==> src/rtl/haar_feature_sum_if.sv <==
// Stream bundle for haar_feature_sum: corner input, weight input and scaled feature output.
// master = producer/consumer side (fetch + comparator), slave = the summer itself.
interface haar_feature_sum_if #(
    parameter int W_DATA      = 18,
    parameter int W_WEIGHT    = 3,
    parameter int N_RECT_MAX  = 3,
    parameter int SCALE_SHIFT = 12
);
    localparam int W_NR   = $clog2(N_RECT_MAX + 1);
    localparam int W_DOUT = W_DATA + 2 + W_WEIGHT + W_NR + SCALE_SHIFT;

    logic                       din_valid;
    logic                       din_ready;
    logic [W_DATA-1:0]          din_data;
    logic                       din_last;
    logic                       weight_valid;
    logic                       weight_ready;
    logic signed [W_WEIGHT-1:0] weight;
    logic                       dout_valid;
    logic                       dout_ready;
    logic signed [W_DOUT-1:0]   dout_data;
    logic                       dout_trunc;
    logic [W_NR-1:0]            dout_nrect;

    modport master (
        output din_valid, din_data, din_last, weight_valid, weight, dout_ready,
        input  din_ready, weight_ready, dout_valid, dout_data, dout_trunc, dout_nrect
    );

    modport slave (
        input  din_valid, din_data, din_last, weight_valid, weight, dout_ready,
        output din_ready, weight_ready, dout_valid, dout_data, dout_trunc, dout_nrect
    );
endinterface

==> src/rtl/haar_feature_sum.sv <==
// Weighted Haar feature summer: 4 corners (+ - + -) per rectangle, one signed weight each,
// up to N_RECT_MAX rectangles summed, scaled by 2^SCALE_SHIFT, output on a registered valid/ready slot.
module haar_feature_sum #(
    parameter int W_DATA      = 18,
    parameter int W_WEIGHT    = 3,
    parameter int N_RECT_MAX  = 3,
    parameter int SCALE_SHIFT = 12
) (
    input logic               clk,
    input logic               rst,
    haar_feature_sum_if.slave bus
);
    localparam int W_NR   = $clog2(N_RECT_MAX + 1);
    localparam int W_ACC  = W_DATA + 2;
    localparam int W_PROD = W_ACC + W_WEIGHT;
    localparam int W_FEAT = W_PROD + W_NR;
    localparam int W_DOUT = W_FEAT + SCALE_SHIFT;

    typedef enum logic [1:0] {CORNER0, CORNER1, CORNER2, CORNER3} corner_e;

    corner_e                    r_corner;
    logic signed [W_ACC-1:0]    r_acc;
    logic signed [W_WEIGHT-1:0] r_weight;
    logic                       r_weight_held;
    logic signed [W_FEAT-1:0]   r_feat;
    logic [W_NR-1:0]            r_rect_cnt;
    logic                       r_dout_valid;
    logic signed [W_DOUT-1:0]   r_dout_data;
    logic                       r_dout_trunc;
    logic [W_NR-1:0]            r_dout_nrect;

    logic                       w_out_free;
    logic                       w_din_ready;
    logic                       w_din_fire;
    logic                       w_wt_fire;
    logic signed [W_ACC-1:0]    w_d;
    logic signed [W_ACC-1:0]    w_rect;
    logic signed [W_PROD-1:0]   w_prod;
    logic signed [W_FEAT-1:0]   w_feat_next;
    logic                       w_rect_end;
    logic                       w_close;
    logic [W_NR-1:0]            w_nrect;

    // Any corner stalls while a result is stuck; corner 3 additionally needs a weight.
    assign w_out_free  = !r_dout_valid || bus.dout_ready;
    assign w_din_ready = ((r_corner != CORNER3) || r_weight_held) && w_out_free;
    assign w_din_fire  = bus.din_valid && w_din_ready;
    assign w_wt_fire   = bus.weight_valid && !r_weight_held;

    assign w_d         = $signed({2'b00, bus.din_data});
    assign w_rect      = r_acc - w_d;
    assign w_prod      = W_PROD'(r_weight) * W_PROD'(w_rect);
    assign w_feat_next = r_feat + W_FEAT'(w_prod);
    assign w_nrect     = r_rect_cnt + W_NR'(1);
    assign w_rect_end  = w_din_fire && (r_corner == CORNER3);
    assign w_close     = w_rect_end && (bus.din_last || (r_rect_cnt == W_NR'(N_RECT_MAX - 1)));

    always_ff @(posedge clk or negedge rst) begin
        if (!rst) begin
            r_corner      <= CORNER0;
            r_acc         <= '0;
            r_weight      <= '0;
            r_weight_held <= 1'b0;
            r_feat        <= '0;
            r_rect_cnt    <= '0;
            r_dout_valid  <= 1'b0;
            r_dout_data   <= '0;
            r_dout_trunc  <= 1'b0;
            r_dout_nrect  <= '0;
        end else begin
            if (w_wt_fire) begin
                r_weight      <= bus.weight;
                r_weight_held <= 1'b1;
            end

            if (w_din_fire) begin
                case (r_corner)
                    CORNER0: begin
                        r_acc    <= w_d;
                        r_corner <= CORNER1;
                    end
                    CORNER1: begin
                        r_acc    <= r_acc - w_d;
                        r_corner <= CORNER2;
                    end
                    CORNER2: begin
                        r_acc    <= r_acc + w_d;
                        r_corner <= CORNER3;
                    end
                    default: begin
                        r_weight_held <= 1'b0;
                        r_corner      <= CORNER0;
                        if (w_close) begin
                            r_feat     <= '0;
                            r_rect_cnt <= '0;
                        end else begin
                            r_feat     <= w_feat_next;
                            r_rect_cnt <= w_nrect;
                        end
                    end
                endcase
            end

            // A close only happens when the slot is free or draining, so loading wins over clearing.
            if (w_close) begin
                r_dout_valid <= 1'b1;
                r_dout_data  <= W_DOUT'(w_feat_next) <<< SCALE_SHIFT;
                r_dout_trunc <= !bus.din_last;
                r_dout_nrect <= w_nrect;
            end else if (r_dout_valid && bus.dout_ready) begin
                r_dout_valid <= 1'b0;
            end
        end
    end

    assign bus.din_ready    = w_din_ready;
    assign bus.weight_ready = !r_weight_held;
    assign bus.dout_valid   = r_dout_valid;
    assign bus.dout_data    = r_dout_data;
    assign bus.dout_trunc   = r_dout_trunc;
    assign bus.dout_nrect   = r_dout_nrect;
endmodule

==> src/flat_wrapper.sv <==
// flat-port wrapper written by rule: the top's interface ports become plain ports
module haar_feature_sum_flat 
#(
    parameter int W_DATA      = 18,
    parameter int W_WEIGHT    = 3,
    parameter int N_RECT_MAX  = 3,
    parameter int SCALE_SHIFT = 12
)
  (clk, rst, bus_din_valid, bus_din_data, bus_din_last, bus_weight_valid, bus_weight, bus_dout_ready, bus_din_ready, bus_weight_ready, bus_dout_valid, bus_dout_data, bus_dout_trunc, bus_dout_nrect);
  haar_feature_sum_if #(.W_DATA(W_DATA), .W_WEIGHT(W_WEIGHT), .N_RECT_MAX(N_RECT_MAX), .SCALE_SHIFT(SCALE_SHIFT)) bus_i ();
  input logic clk;
  input logic rst;
  input wire logic [$bits(bus_i.din_valid)-1:0] bus_din_valid;
  input wire logic [$bits(bus_i.din_data)-1:0] bus_din_data;
  input wire logic [$bits(bus_i.din_last)-1:0] bus_din_last;
  input wire logic [$bits(bus_i.weight_valid)-1:0] bus_weight_valid;
  input wire logic [$bits(bus_i.weight)-1:0] bus_weight;
  input wire logic [$bits(bus_i.dout_ready)-1:0] bus_dout_ready;
  output wire logic [$bits(bus_i.din_ready)-1:0] bus_din_ready;
  output wire logic [$bits(bus_i.weight_ready)-1:0] bus_weight_ready;
  output wire logic [$bits(bus_i.dout_valid)-1:0] bus_dout_valid;
  output wire logic [$bits(bus_i.dout_data)-1:0] bus_dout_data;
  output wire logic [$bits(bus_i.dout_trunc)-1:0] bus_dout_trunc;
  output wire logic [$bits(bus_i.dout_nrect)-1:0] bus_dout_nrect;
  assign bus_i.din_valid = bus_din_valid;
  assign bus_i.din_data = bus_din_data;
  assign bus_i.din_last = bus_din_last;
  assign bus_i.weight_valid = bus_weight_valid;
  assign bus_i.weight = bus_weight;
  assign bus_i.dout_ready = bus_dout_ready;
  assign bus_din_ready = bus_i.din_ready;
  assign bus_weight_ready = bus_i.weight_ready;
  assign bus_dout_valid = bus_i.dout_valid;
  assign bus_dout_data = bus_i.dout_data;
  assign bus_dout_trunc = bus_i.dout_trunc;
  assign bus_dout_nrect = bus_i.dout_nrect;
  haar_feature_sum #(.W_DATA(W_DATA), .W_WEIGHT(W_WEIGHT), .N_RECT_MAX(N_RECT_MAX), .SCALE_SHIFT(SCALE_SHIFT)) u_core (.clk(clk), .rst(rst), .bus(bus_i));
endmodule
==> config.mk <==
export PLATFORM = sky130hd
export DESIGN_NAME = haar_feature_sum_flat
export DESIGN_NICKNAME = d
export VERILOG_FILES = /design/src/rtl/haar_feature_sum_if.sv /design/src/rtl/haar_feature_sum.sv /design/src/flat_wrapper.sv
export SDC_FILE = /design/constraint.sdc
export NUM_CORES = 1
export LEC_CHECK = 0
export ABC_AREA = 0
export CAP_MARGIN = 0
export CORE_ASPECT_RATIO = 2
export CORE_MARGIN = 3
export CORE_UTILIZATION = 45
export CTS_BUF_LIST = sky130_fd_sc_hd__clkbuf_2
export DETAILED_ROUTE_END_ITERATION = 12
export GPL_ROUTABILITY_DRIVEN = 0
export HOLD_SLACK_MARGIN = 0.03
export PLACE_DENSITY = 0.71
export SLEW_MARGIN = 20
export SYNTH_ARGS = -nofsm -noshare
export SYNTH_HDL_FRONTEND = slang
export SYNTH_SLANG_ARGS = --single-unit
==> constraint.sdc <==
create_clock -name clk -period 5.55 [get_ports clk]
set_clock_uncertainty 0.1 [all_clocks]
set_input_delay 1.11 -clock clk [delete_from_list [all_inputs] [get_ports clk]]
set_output_delay 1.11 -clock clk [all_outputs]
set_load 0.05 [all_outputs]
==> impl_metrics.env <==
export IMPL_rows=71
export IMPL_cts_root_buf="clkbuf_2"
export IMPL_yosysSeqAreaShare_pct=23.7
export IMPL_io_pins=70
export IMPL_synth_edff_count=0
export IMPL_ys_flop_type="dfrtp_1"
export IMPL_rsz0062_at_grt="true"
export IMPL_die_h_microns=202
export IMPL_r2r_cells=23
export IMPL_worst_pin_slew_ns=0.973
export IMPL_worstSkewPairLatency_ns=0.64
export IMPL_slew_headroom_pct=35.1
export IMPL_grt_busiest_layer="met2"
export IMPL_grt_max_degree=50
export IMPL_grt_use_total_pct=24.6
export IMPL_cp_required_ns=5.98
export IMPL_outcome="complete, but fails checks"
export IMPL_finalSetupViolations=2
export IMPL_hold_viol_final=0
export IMPL_path_clk_slew_ns=0.29
export IMPL_timing_rr_start="u_core.r_acc[0]"
export IMPL_ys_async_sr_fraction_pct=100
export IMPL_synth_area_sq_mm=0.00866
export IMPL_n_fill_cell=1578
export IMPL_ant_nets=0
export IMPL_dieArea_sq_mm=0.0210
export IMPL_crit_end="u_core.bus.dout_data[34]"
export IMPL_cts_max_level=3
export IMPL_ys_ff_latch=82
export IMPL_hold_class="input pin to async pin"
export IMPL_worst_r2r_endpoint="u_core.bus.dout_data[33]"
export IMPL_grt_pass1_wl_microns=41800
export IMPL_io_buffers=57
export IMPL_drc=0
export IMPL_violations="setup timing"
export IMPL_grt_pass1_vias=8603
export IMPL_initial_core_util_pct=46.0
export IMPL_crit_path_start="bus_din_data[10]"
export IMPL_synthDistinctLibCells=77
export IMPL_viasPerCell=5.57
export IMPL_die_w_microns=104
export IMPL_timing_final_crit_share_pct=101
export IMPL_cts_tree="built"
export IMPL_final_nets=1362
export IMPL_critPathMaxFanout=5
export IMPL_use_met2_pct=46.2
export IMPL_grt_antenna_before_repair=1
export IMPL_dp_slack_ns=-1.21
export IMPL_layout_commonest_cell="buf_4"
export IMPL_area_growth_synth_to_final_pct=36.9
export IMPL_avgSynthCellArea_sq_um=8.72
export IMPL_criticalPathCategory="input pin to register"
export IMPL_synthCells=993
export IMPL_hold_buffers=0
export IMPL_met3_usage_pct=2.40
export IMPL_final_cell_mix="buf_4 (182), nand2_1 (103), dfrtp_1 (82), nor2_1 (71), inv_1 (61)"
export IMPL_post_drt_wl_per_cell_microns=17.8
export IMPL_drive_gt1_share_pct=30.8
export IMPL_multiInputGateArea_sq_mm=0.00702
export IMPL_start_kind="input pin"
export IMPL_firstDrtPassIters=7
export IMPL_routed_wl_microns=26000
export IMPL_dp_hpwl_microns=19600
export IMPL_layout_setup_ws_ns=-0.0632
export IMPL_period_needed_ns=5.61
export IMPL_max_freq_mhz=178
export IMPL_floorplan_core_area_sq_mm=0.0188
export IMPL_drtIter0Drc=321
export IMPL_finalMaxSlewViolations=0
export IMPL_use_met1_pct=25.9
export IMPL_yosys_warnings=0
export IMPL_regArea_sq_mm=0.00205
export IMPL_maxCapViolCount=0
export IMPL_end_kind="register"
export IMPL_cts_path_max_buffers=2
export IMPL_cts_buffers=9
export IMPL_clock_sinks=82
export IMPL_ff2ff_setup_slack_ns=-0.02
export IMPL_num_vias=8145
export IMPL_arrival_ns=6.04
export IMPL_grt_overflow_total=0
==> logic make-up after synthesis <==
family	Yosys count	share of synthesized area, %
other	1	0.0433
DFF	82	23.7
adders and majority gates	135	23.4
muxes	24	3.05
xor gates and xnor gates	42	4.33
and+or+nand+nor	317	17.5
buffers and inverters	136	6.91
AOI/OAI and AO/OA	256	21.1
==> stage by stage <==
| stage | instances | hold slack [ns] | util (%) | area [sq um] | TNS [ns] |
|---|---|---|---|---|---|
| finish | 1461 | 0.317 | 63.0 | 11900 | -0.0875 |
| global route | 1461 | 0.327 | 63.0 | 11900 | -0.994 |
| CTS | 1449 | 0.303 | 61.6 | 11600 | 0 |
| detailed placement | 1419 | 0.362 | 58.3 | 11000 | -31.70 |
| global placement | 1419 | 0.359 | 58.3 | 11000 | -29.80 |
| floorplan | 1004 | 0.354 | - | 9240 | -1.92 |
==> worst max-delay path: stages <==
cell             delay, ns
clkdlybuf4s50_1       0.54
inv_2                 0.08
ha_4                  0.19
a2111oi_4             0.44
a2111oi_4             0.15
buf_4                 0.18
a311o_2               0.39
and3_1                0.21
fa_1                  0.56
fa_1                  0.46
ha_4                  0.27
ha_4                  0.25
a21o_1                0.21
a31oi_1               0.18
o211ai_1              0.13
a21o_1                0.18
a21oi_2               0.15
xnor2_2               0.11
mux2_4                0.26
==> state kept, by name, indices dropped and copies added (netlist names) <==
name / cells
u_core.bus.dout_data: 25
u_core.r_feat: 25
u_core.r_acc: 20
u_core.r_weight: 3
u_core.bus.dout_nrect: 2
u_core.r_corner: 2
u_core.r_rect_cnt: 2
u_core.bus.dout_trunc: 1
u_core.bus.dout_valid: 1
u_core.r_weight_held: 1
==> metal layers <==
metal / share of wire, % / routed length [microns]
met4: 5.8 / 1510
met2: 53 / 13900
met5: 0 / 0
met3: 3.1 / 812
met1: 38 / 9790
==> area by class of cell <==
class	instances	area share [%]
Timing Repair Buffer	245	16.8
Inverter	76	2.55
Multi-Input combinational cell	786	59.2
Tap cell	255	2.69
Clock buffer	10	0.422
Sequential cell	82	17.3
Clock inverter	6	0.960
Antenna cell	1	0.0211
==> cells in the mapped netlist (all sizes together), types with 8 or more instances <==
master	number	area, sq um
a21o	23	173
a21oi	50	254
a22o	19	168
a31oi	21	131
and2	31	195
and3	10	63.8
buf	24	158
clkbuf	36	155
dfrtp	82	2050
fa	45	901
ha	90	1130
inv	76	285
mux2	16	184
mux2i	8	80.1
nand2	103	387
nand2b	18	113
nand3	16	80.1
nor2	74	278
nor2b	19	119
nor3	20	100
o211ai	12	90.1
o21a	8	60.1
o21ai	51	255
o21bai	8	60.1
or3	8	50.1
xnor2	36	323
==> worst min-delay path by stage <==
stage                              from                       end  slack (ns)  depth (start not counted)
5_1_grt                             rst           u_core.r_acc[8]        0.33                          1
4_1_cts                             rst          u_core.r_acc[13]        0.30                          1
3_3_place_gp   u_core.bus.dout_data[12]  u_core.bus.dout_data[12]        0.36                          2
2_1_floorplan      u_core.r_rect_cnt[1]      u_core.r_rect_cnt[1]        0.35                          2
6_report                            rst           u_core.r_acc[3]        0.32                          1
3_5_place_dp   u_core.bus.dout_data[24]  u_core.bus.dout_data[24]        0.36                          2
==> timing repair <==
action | in CTS | in global routing
setup buffers | 14 | 11
pin swaps | 53 | 47
cloned | 0 | 0
resized for setup | 71 | 45
endpoints found under the setup margin | 27 | 21
Power is not shown: default switching activity piles up to over one toggle a cycle in this logic, so the estimate is an artifact.
